## src/rtl/elevator_request_scheduler_if.sv

```systemverilog
`default_nettype none
// ============================================================================
//  Module   : elevator_request_scheduler_if
//  Brief    : Call-button / elevator-control bundle for the request scheduler.
//             master = call buttons + control/alert side, slave = scheduler.
//  Revision : 1.0  initial release
// ============================================================================
interface elevator_request_scheduler_if;
    logic [3:0] CALL_BUTTONS;
    logic [3:0] CURRENT_FLOOR;
    logic       COMPLETE;
    logic       DOOR_ALERT;
    logic       WEIGHT_ALERT;
    logic [3:0] REQUESTED_FLOOR;
    logic       REQ_VALID;
    logic [3:0] PENDING;
    logic       DIR_UP;
    logic       FAULT;

    modport master (
        output CALL_BUTTONS, CURRENT_FLOOR, COMPLETE, DOOR_ALERT, WEIGHT_ALERT,
        input  REQUESTED_FLOOR, REQ_VALID, PENDING, DIR_UP, FAULT
    );

    modport slave (
        input  CALL_BUTTONS, CURRENT_FLOOR, COMPLETE, DOOR_ALERT, WEIGHT_ALERT,
        output REQUESTED_FLOOR, REQ_VALID, PENDING, DIR_UP, FAULT
    );
endinterface
`default_nettype wire

```

## src/rtl/elevator_request_scheduler.sv

```systemverilog
`default_nettype none
// ============================================================================
//  Module   : elevator_request_scheduler
//  Brief    : Latches four-floor call buttons and dispatches one target floor
//             at a time using a SCAN policy; retires on matching COMPLETE,
//             holds dispatch under door/weight alerts, sticky timeout fault.
//  Revision : 1.0  initial release
// ============================================================================
module elevator_request_scheduler #(
    parameter int DWELL_CYCLES   = 8,
    parameter int TIMEOUT_CYCLES = 1000
) (
    input  wire logic                   clk,
    input  wire logic                   rst,
    elevator_request_scheduler_if.slave io_bus
);

    localparam logic [7:0]  c_DWELL_LOAD = 8'(DWELL_CYCLES);
    localparam logic [15:0] c_TIMEOUT    = 16'(TIMEOUT_CYCLES);

    typedef enum logic [1:0] {
        ST_IDLE   = 2'd0,
        ST_SELECT = 2'd1,
        ST_WAIT   = 2'd2,
        ST_DWELL  = 2'd3
    } state_t;

    state_t      r_state;
    logic [3:0]  r_pending;
    logic [3:0]  r_req_floor;
    logic        r_req_valid;
    logic        r_dir_up;
    logic        r_fault;
    logic [7:0]  r_dwell_cnt;
    logic [15:0] r_tmo_cnt;

    state_t      w_state_next;
    logic [3:0]  w_pend_next;
    logic [3:0]  w_clear_mask;
    logic [3:0]  w_req_floor_next;
    logic        w_req_valid_next;
    logic        w_dir_next;
    logic        w_fault_next;
    logic [7:0]  w_dwell_next;
    logic [15:0] w_tmo_next;
    logic [15:0] w_tmo_inc;

    logic        w_alert;
    logic        w_cur_onehot;
    logic [1:0]  w_cur_idx;
    logic        w_above_found;
    logic [1:0]  w_above_idx;
    logic        w_below_found;
    logic [1:0]  w_below_idx;
    logic        w_tgt_found;
    logic [1:0]  w_tgt_idx;

    assign w_alert      = io_bus.DOOR_ALERT | io_bus.WEIGHT_ALERT;
    assign w_cur_onehot = (io_bus.CURRENT_FLOOR != 4'd0) &&
                          ((io_bus.CURRENT_FLOOR & (io_bus.CURRENT_FLOOR - 4'd1)) == 4'd0);
    assign w_tmo_inc    = r_tmo_cnt + 16'd1;
    // A retirement clear always beats a simultaneous button press on the same bit.
    assign w_pend_next  = (r_pending | io_bus.CALL_BUTTONS) & ~w_clear_mask;

    // Encode the one-hot present floor into an index (only used when one-hot).
    always_comb begin
        w_cur_idx = 2'd0;
        case (io_bus.CURRENT_FLOOR)
            4'b0010: w_cur_idx = 2'd1;
            4'b0100: w_cur_idx = 2'd2;
            4'b1000: w_cur_idx = 2'd3;
            default: w_cur_idx = 2'd0;
        endcase
    end

    // Nearest pending floor strictly above and strictly below the car.
    always_comb begin
        w_above_found = 1'b0;
        w_above_idx   = 2'd0;
        w_below_found = 1'b0;
        w_below_idx   = 2'd0;
        // Descending scan: last hit is the lowest floor above the car.
        for (int i = 3; i >= 0; i--) begin
            if (i > int'(w_cur_idx) && r_pending[i]) begin
                w_above_found = 1'b1;
                w_above_idx   = 2'(i);
            end
        end
        // Ascending scan: last hit is the highest floor below the car.
        for (int i = 0; i < 4; i++) begin
            if (i < int'(w_cur_idx) && r_pending[i]) begin
                w_below_found = 1'b1;
                w_below_idx   = 2'(i);
            end
        end
    end

    // SCAN choice: ahead first, then behind, then the car's own floor.
    always_comb begin
        w_tgt_found = 1'b1;
        w_tgt_idx   = w_cur_idx;
        if (r_dir_up && w_above_found) begin
            w_tgt_idx = w_above_idx;
        end else if (!r_dir_up && w_below_found) begin
            w_tgt_idx = w_below_idx;
        end else if (r_dir_up && w_below_found) begin
            w_tgt_idx = w_below_idx;
        end else if (!r_dir_up && w_above_found) begin
            w_tgt_idx = w_above_idx;
        end else if (r_pending[w_cur_idx]) begin
            w_tgt_idx = w_cur_idx;
        end else begin
            w_tgt_found = 1'b0;
        end
    end

    // Next-state and registered-output logic of the dispatch FSM.
    always_comb begin
        w_state_next     = r_state;
        w_clear_mask     = 4'd0;
        w_req_floor_next = r_req_floor;
        w_req_valid_next = r_req_valid;
        w_dir_next       = r_dir_up;
        w_fault_next     = r_fault;
        w_dwell_next     = r_dwell_cnt;
        w_tmo_next       = r_tmo_cnt;

        case (r_state)
            ST_IDLE: begin
                if (r_pending != 4'd0 && !w_alert && !r_fault) begin
                    w_state_next = ST_SELECT;
                end
            end

            ST_SELECT: begin
                if (w_cur_onehot && !w_alert) begin
                    if (w_tgt_found) begin
                        w_req_floor_next = 4'b0001 << w_tgt_idx;
                        w_req_valid_next = 1'b1;
                        if (w_tgt_idx > w_cur_idx) begin
                            w_dir_next = 1'b1;
                        end else if (w_tgt_idx < w_cur_idx) begin
                            w_dir_next = 1'b0;
                        end
                        w_tmo_next   = 16'd0;
                        w_state_next = ST_WAIT;
                    end else begin
                        // Nothing left to serve; fall back rather than stall.
                        w_state_next = ST_IDLE;
                    end
                end
            end

            ST_WAIT: begin
                if (io_bus.COMPLETE && io_bus.CURRENT_FLOOR == r_req_floor) begin
                    w_clear_mask     = r_req_floor;
                    w_req_valid_next = 1'b0;
                    w_req_floor_next = 4'd0;
                    w_dwell_next     = c_DWELL_LOAD;
                    w_state_next     = ST_DWELL;
                end else if (!w_alert) begin
                    // Alerts freeze the timeout; they never abort the request.
                    w_tmo_next = w_tmo_inc;
                    if (w_tmo_inc == c_TIMEOUT) begin
                        w_fault_next     = 1'b1;
                        w_req_valid_next = 1'b0;
                        w_req_floor_next = 4'd0;
                        w_state_next     = ST_IDLE;
                    end
                end
            end

            ST_DWELL: begin
                if (r_dwell_cnt <= 8'd1) begin
                    w_dwell_next = 8'd0;
                    w_state_next = ST_IDLE;
                end else begin
                    w_dwell_next = r_dwell_cnt - 8'd1;
                end
            end

            default: begin
                w_state_next = ST_IDLE;
            end
        endcase
    end

    // State and output registers; reset drops every call and request at once.
    always_ff @(posedge clk or posedge rst) begin
        if (rst) begin
            r_state     <= ST_IDLE;
            r_pending   <= 4'd0;
            r_req_floor <= 4'd0;
            r_req_valid <= 1'b0;
            r_dir_up    <= 1'b1;
            r_fault     <= 1'b0;
            r_dwell_cnt <= 8'd0;
            r_tmo_cnt   <= 16'd0;
        end else begin
            r_state     <= w_state_next;
            r_pending   <= w_pend_next;
            r_req_floor <= w_req_floor_next;
            r_req_valid <= w_req_valid_next;
            r_dir_up    <= w_dir_next;
            r_fault     <= w_fault_next;
            r_dwell_cnt <= w_dwell_next;
            r_tmo_cnt   <= w_tmo_next;
        end
    end

    assign io_bus.REQUESTED_FLOOR = r_req_floor;
    assign io_bus.REQ_VALID       = r_req_valid;
    assign io_bus.PENDING         = r_pending;
    assign io_bus.DIR_UP          = r_dir_up;
    assign io_bus.FAULT           = r_fault;

endmodule
`default_nettype wire

```

## src/flat_wrapper.sv

```systemverilog
// flat-port wrapper written by rule: the top's interface ports become plain ports
module elevator_request_scheduler_flat 
#(
    parameter int DWELL_CYCLES   = 8,
    parameter int TIMEOUT_CYCLES = 1000
)
  (clk, rst, io_bus_CALL_BUTTONS, io_bus_CURRENT_FLOOR, io_bus_COMPLETE, io_bus_DOOR_ALERT, io_bus_WEIGHT_ALERT, io_bus_REQUESTED_FLOOR, io_bus_REQ_VALID, io_bus_PENDING, io_bus_DIR_UP, io_bus_FAULT);
  elevator_request_scheduler_if io_bus_i ();
  input  wire logic clk;
  input  wire logic rst;
  input wire logic [$bits(io_bus_i.CALL_BUTTONS)-1:0] io_bus_CALL_BUTTONS;
  input wire logic [$bits(io_bus_i.CURRENT_FLOOR)-1:0] io_bus_CURRENT_FLOOR;
  input wire logic [$bits(io_bus_i.COMPLETE)-1:0] io_bus_COMPLETE;
  input wire logic [$bits(io_bus_i.DOOR_ALERT)-1:0] io_bus_DOOR_ALERT;
  input wire logic [$bits(io_bus_i.WEIGHT_ALERT)-1:0] io_bus_WEIGHT_ALERT;
  output wire logic [$bits(io_bus_i.REQUESTED_FLOOR)-1:0] io_bus_REQUESTED_FLOOR;
  output wire logic [$bits(io_bus_i.REQ_VALID)-1:0] io_bus_REQ_VALID;
  output wire logic [$bits(io_bus_i.PENDING)-1:0] io_bus_PENDING;
  output wire logic [$bits(io_bus_i.DIR_UP)-1:0] io_bus_DIR_UP;
  output wire logic [$bits(io_bus_i.FAULT)-1:0] io_bus_FAULT;
  assign io_bus_i.CALL_BUTTONS = io_bus_CALL_BUTTONS;
  assign io_bus_i.CURRENT_FLOOR = io_bus_CURRENT_FLOOR;
  assign io_bus_i.COMPLETE = io_bus_COMPLETE;
  assign io_bus_i.DOOR_ALERT = io_bus_DOOR_ALERT;
  assign io_bus_i.WEIGHT_ALERT = io_bus_WEIGHT_ALERT;
  assign io_bus_REQUESTED_FLOOR = io_bus_i.REQUESTED_FLOOR;
  assign io_bus_REQ_VALID = io_bus_i.REQ_VALID;
  assign io_bus_PENDING = io_bus_i.PENDING;
  assign io_bus_DIR_UP = io_bus_i.DIR_UP;
  assign io_bus_FAULT = io_bus_i.FAULT;
  elevator_request_scheduler #(.DWELL_CYCLES(DWELL_CYCLES), .TIMEOUT_CYCLES(TIMEOUT_CYCLES)) u_core (.clk(clk), .rst(rst), .io_bus(io_bus_i));
endmodule
```

## config.mk

```make
export PLATFORM = sky130hd
export DESIGN_NAME = elevator_request_scheduler_flat
export DESIGN_NICKNAME = d
export VERILOG_FILES = /design/src/rtl/elevator_request_scheduler_if.sv /design/src/rtl/elevator_request_scheduler.sv /design/src/flat_wrapper.sv
export SDC_FILE = /design/constraint.sdc
export NUM_CORES = 1
export LEC_CHECK = 0
export ABC_CLOCK_PERIOD_IN_PS = 3720
export CAP_MARGIN = 20
export CORE_MARGIN = 1.5
export CORE_UTILIZATION = 40
export CTS_CLUSTER_DIAMETER = 200
export DETAILED_ROUTE_END_ITERATION = 16
export GPL_ROUTABILITY_DRIVEN = 1
export HOLD_SLACK_MARGIN = 0.03
export SETUP_SLACK_MARGIN = 0.2
export SLEW_MARGIN = 15
export SYNTH_ARGS = -nofsm -noshare
export SYNTH_HDL_FRONTEND = slang
export SYNTH_SLANG_ARGS = --single-unit
```

## constraint.sdc

```tcl
create_clock -name clk -period 3.72 [get_ports clk]
set_input_delay 0.372 -clock clk [delete_from_list [all_inputs] [get_ports clk]]
set_output_delay 0.372 -clock clk [all_outputs]
set_load 0.03 [all_outputs]
```

==> reports/metrics.cfg <==
[clock_network]
tritoncts_clock_tree = built
max-clock-path-buffers = 2
clock_sinks = 37
cts_inserted_buffers = 5
cts-resized-gates = 0
post-cts-setup-buffers = 0
cts.clk_slew.worst_paths_ns = 0.07
clock_tree.root_cell = sky130_fd_sc_hd__clkbuf_8
holdBufCountCts = 0
cts_max_level = 2
clock_insertion_delay_worst_skew_ns = 0.29

[setup_path]
critPathCaptureType = register
worst_path_max_fanout = 23
crit_path_start_kind = primary input
setup.worst_path.class = in -> reg
timing.critical_path.arrival_ns = 3.17
critPathRequiredTime_ns = 3.89

[route]
detail_route.wl_per_cell_um = 15.8
detailedRoute.firstIterationViolations = 111
totalWireLength_um = 6380
drt_pass1_iterations = 4
vias_per_cell = 5.80
drcViolationCount = 0
antenna_violating_nets_post_route = 0
vias = 2351

[placement]
gp_congestion = 0.835
detailedPlace.worstSlack_ns = 0.443
detailed_place_hpwl_um = 4620
io_buffers = 23

[pwr]
power.leakage_nw = 1.18
p_total_mw = 1.53
power-per-cell-area_nw_per_um2 = 511
power.ir.vdd_worst_v = 0.000447

[yosys]
postSynthAreaPerCell_sq_um = 8.58
synthesis.area_sq_um = 2650
yosys_most_used_dff = sky130_fd_sc_hd__dfrtp_1
synth-seq-area-share_pct = 35.0
yosys_warnings = 0
synth.ff_latch_count = 37
post-synth-top-area-fraction_pct = 34.0
yosys.cell_types.count = 59
synth_largest_area_cell = sky130_fd_sc_hd__dfrtp_1
synthCells = 309
synth_top_cells_by_area = sky130_fd_sc_hd__dfrtp_1 34%, sky130_fd_sc_hd__nand2_1 5.1%, sky130_fd_sc_hd__ha_1 4.7%
synth_commonest_cells = 36 x sky130_fd_sc_hd__dfrtp_1, 36 x sky130_fd_sc_hd__nand2_1, 22 x sky130_fd_sc_hd__o21ai_0
synth.net_count = 332
synthArstFlopShare_pct = 100
synth_enable_flop_cells = 0

[global_route]
grt_antenna_before_repair = 0
grt_usage_pct = 18.8
overflow = 0
largest_net_degree_at_the_start_of_global_routing = 24
global_route_wire_length_before_repair_um = 11100
first_global_vias = 2311

[floorplan]
placement_rows = 29
start_util_pct = 41.5
die_w_um = 84.4
ioPinCount = 24
fp.dieArea_sq_um = 7130
core_sq_um = 6390
fp.dieH_um = 84.4

[worst_hold_path]
timing.hold.worst.class = in -> async

[sta]
number_of_hold_violations_in_the_final_report = 0
fin_tns_setup_ns = 0
timing.clock.skew_ns = 0.00612
slew-limit-headroom_pct = 54.3
final.setup.worst_slack_ns = 0.722
min_period_ns = 3.00
report.final.setup_viol = 0
rsz0062_at_grt = no
post-route-period-util_pct = 80.6
worstMarginPinSlew_ns = 0.685
final_count_of_pins_violating_max_slew = 0
achievable-frequency_mhz = 334

[run]
drv.max_cap_violation_count = 0

[finish]
fin_nets = 350
n_antenna_cell = 0
final_core_utilization_pct = 46.9
fillers = 642
areaGrowthSynthToFinish_pct = 12.9
post_route_cells_drive_above_1_share_pct = 7.01

[status]
run_status = completed

cells in the final DEF, fill, tap and decap left out, drive strengths merged, types with 3 or more instances in the layout:
cell type | netlist | routed
nand2 | 36 | 36
dfrtp | 36 | 36
o21ai | 24 | 24
clkdlybuf4s50 | 0 | 23
a21oi | 21 | 21
nor2 | 21 | 21
nand3 | 16 | 16
inv | 14 | 14
nor3 | 11 | 11
ha | 10 | 10
nand4 | 9 | 9
clkbuf | 8 | 8
nand2b | 7 | 7
or4 | 6 | 6
a31oi | 6 | 6
xor2 | 5 | 5
o31ai | 5 | 5
and2 | 5 | 5
nand4b | 4 | 4
a32o | 4 | 4
o211ai | 4 | 4
nor4 | 3 | 3
xnor2 | 3 | 3
and4 | 3 | 3
o21a | 3 | 3
o32ai | 3 | 3
o41ai | 3 | 3
a21o | 3 | 3
a22o | 3 | 3
buf | 7 | 3
critical path: stages:
cell	delay, ns
sky130_fd_sc_hd__clkdlybuf4s50_1	0.65
sky130_fd_sc_hd__or4b_4	0.61
sky130_fd_sc_hd__o211ai_2	0.23
sky130_fd_sc_hd__a21boi_4	0.26
sky130_fd_sc_hd__a31oi_4	0.14
sky130_fd_sc_hd__o21ai_4	0.50
sky130_fd_sc_hd__nor2_2	0.15
sky130_fd_sc_hd__a32o_1	0.26
metrics by stage:
| step | hold WS (ns) | area (sq um) | cells |
|---|---|---|---|
| after floorplan | 0.452 | 2650 | 309 |
| after global placement | 0.471 | 2910 | 397 |
| after detailed placement | 0.469 | 2910 | 397 |
| after CTS | 0.490 | 2990 | 405 |
| after global routing | 0.508 | 2990 | 405 |
| final | 0.486 | 2990 | 405 |
layer usage:
metal,vias to the layer above,global-route usage (%),routed length [um]
met4,0,4.40,53
met5,-,0,0
met1,1117,26.6,3160
met3,5,3.24,217
met2,41,30.1,2950
li1,1188,-,-
cells by family after synthesis:
family | count (synthesis) | share of synthesized area (%)
AOI/OAI and AO/OA | 89 | 24.6
xor gates and xnor gates | 8 | 2.64
adders and majority gates | 10 | 4.72
buffers and inverters | 29 | 5.24
DFF | 37 | 35.0
muxes | 2 | 0.802
and+or+nand+nor | 134 | 27.0
sequential cells by signal, summed over array words and instances, names as in the netlist:
register,cells
u_core.io_bus.REQUESTED_FLOOR,4
u_core.io_bus.PENDING,4
u_core.io_bus.FAULT,1
u_core.r_state,2
u_core.io_bus.REQ_VALID,1
u_core.r_dwell_cnt,8
u_core.r_tmo_cnt,16
u_core.io_bus.DIR_UP,1
cell type report:
type / instances / area, sq um / share of cell area [%]
Clock buffer: 8 / 80.1 / 2.67
Inverter: 14 / 52.6 / 1.76
Multi-Input combinational cell: 243 / 1590 / 52.9
Sequential cell: 37 / 927 / 31.0
Tap cell: 77 / 96.3 / 3.22
Timing Repair Buffer: 26 / 253 / 8.44
path summary, 6_finish.rpt:
kind | startpoint | end | slack (ns) | cells after the start
worst max-delay path | io_bus_CURRENT_FLOOR[3] | u_core.io_bus.REQUESTED_FLOOR[0] | 0.72 | 8
worst min-delay path | rst | u_core.r_dwell_cnt[2] | 0.49 | 2
worst max register to register | u_core.r_tmo_cnt[0] | u_core.r_state[1] | 1.24 | 8
worst min register to register | u_core.r_dwell_cnt[7] | u_core.r_dwell_cnt[7] | 0.49 | 1
max in group asynchronous | rst | u_core.io_bus.DIR_UP | 2.44 | 3
min in group clk | u_core.r_dwell_cnt[7] | u_core.r_dwell_cnt[7] | 0.49 | 1
power by group:
| part | internal, mW | switching [mW] |
|---|---|---|
| Clock | 0.133 | 0.139 |
| Sequential | 0.483 | 0.0891 |
| Combinational | 0.252 | 0.432 |
No activity file was read; power rests on OpenSTA's default activity.
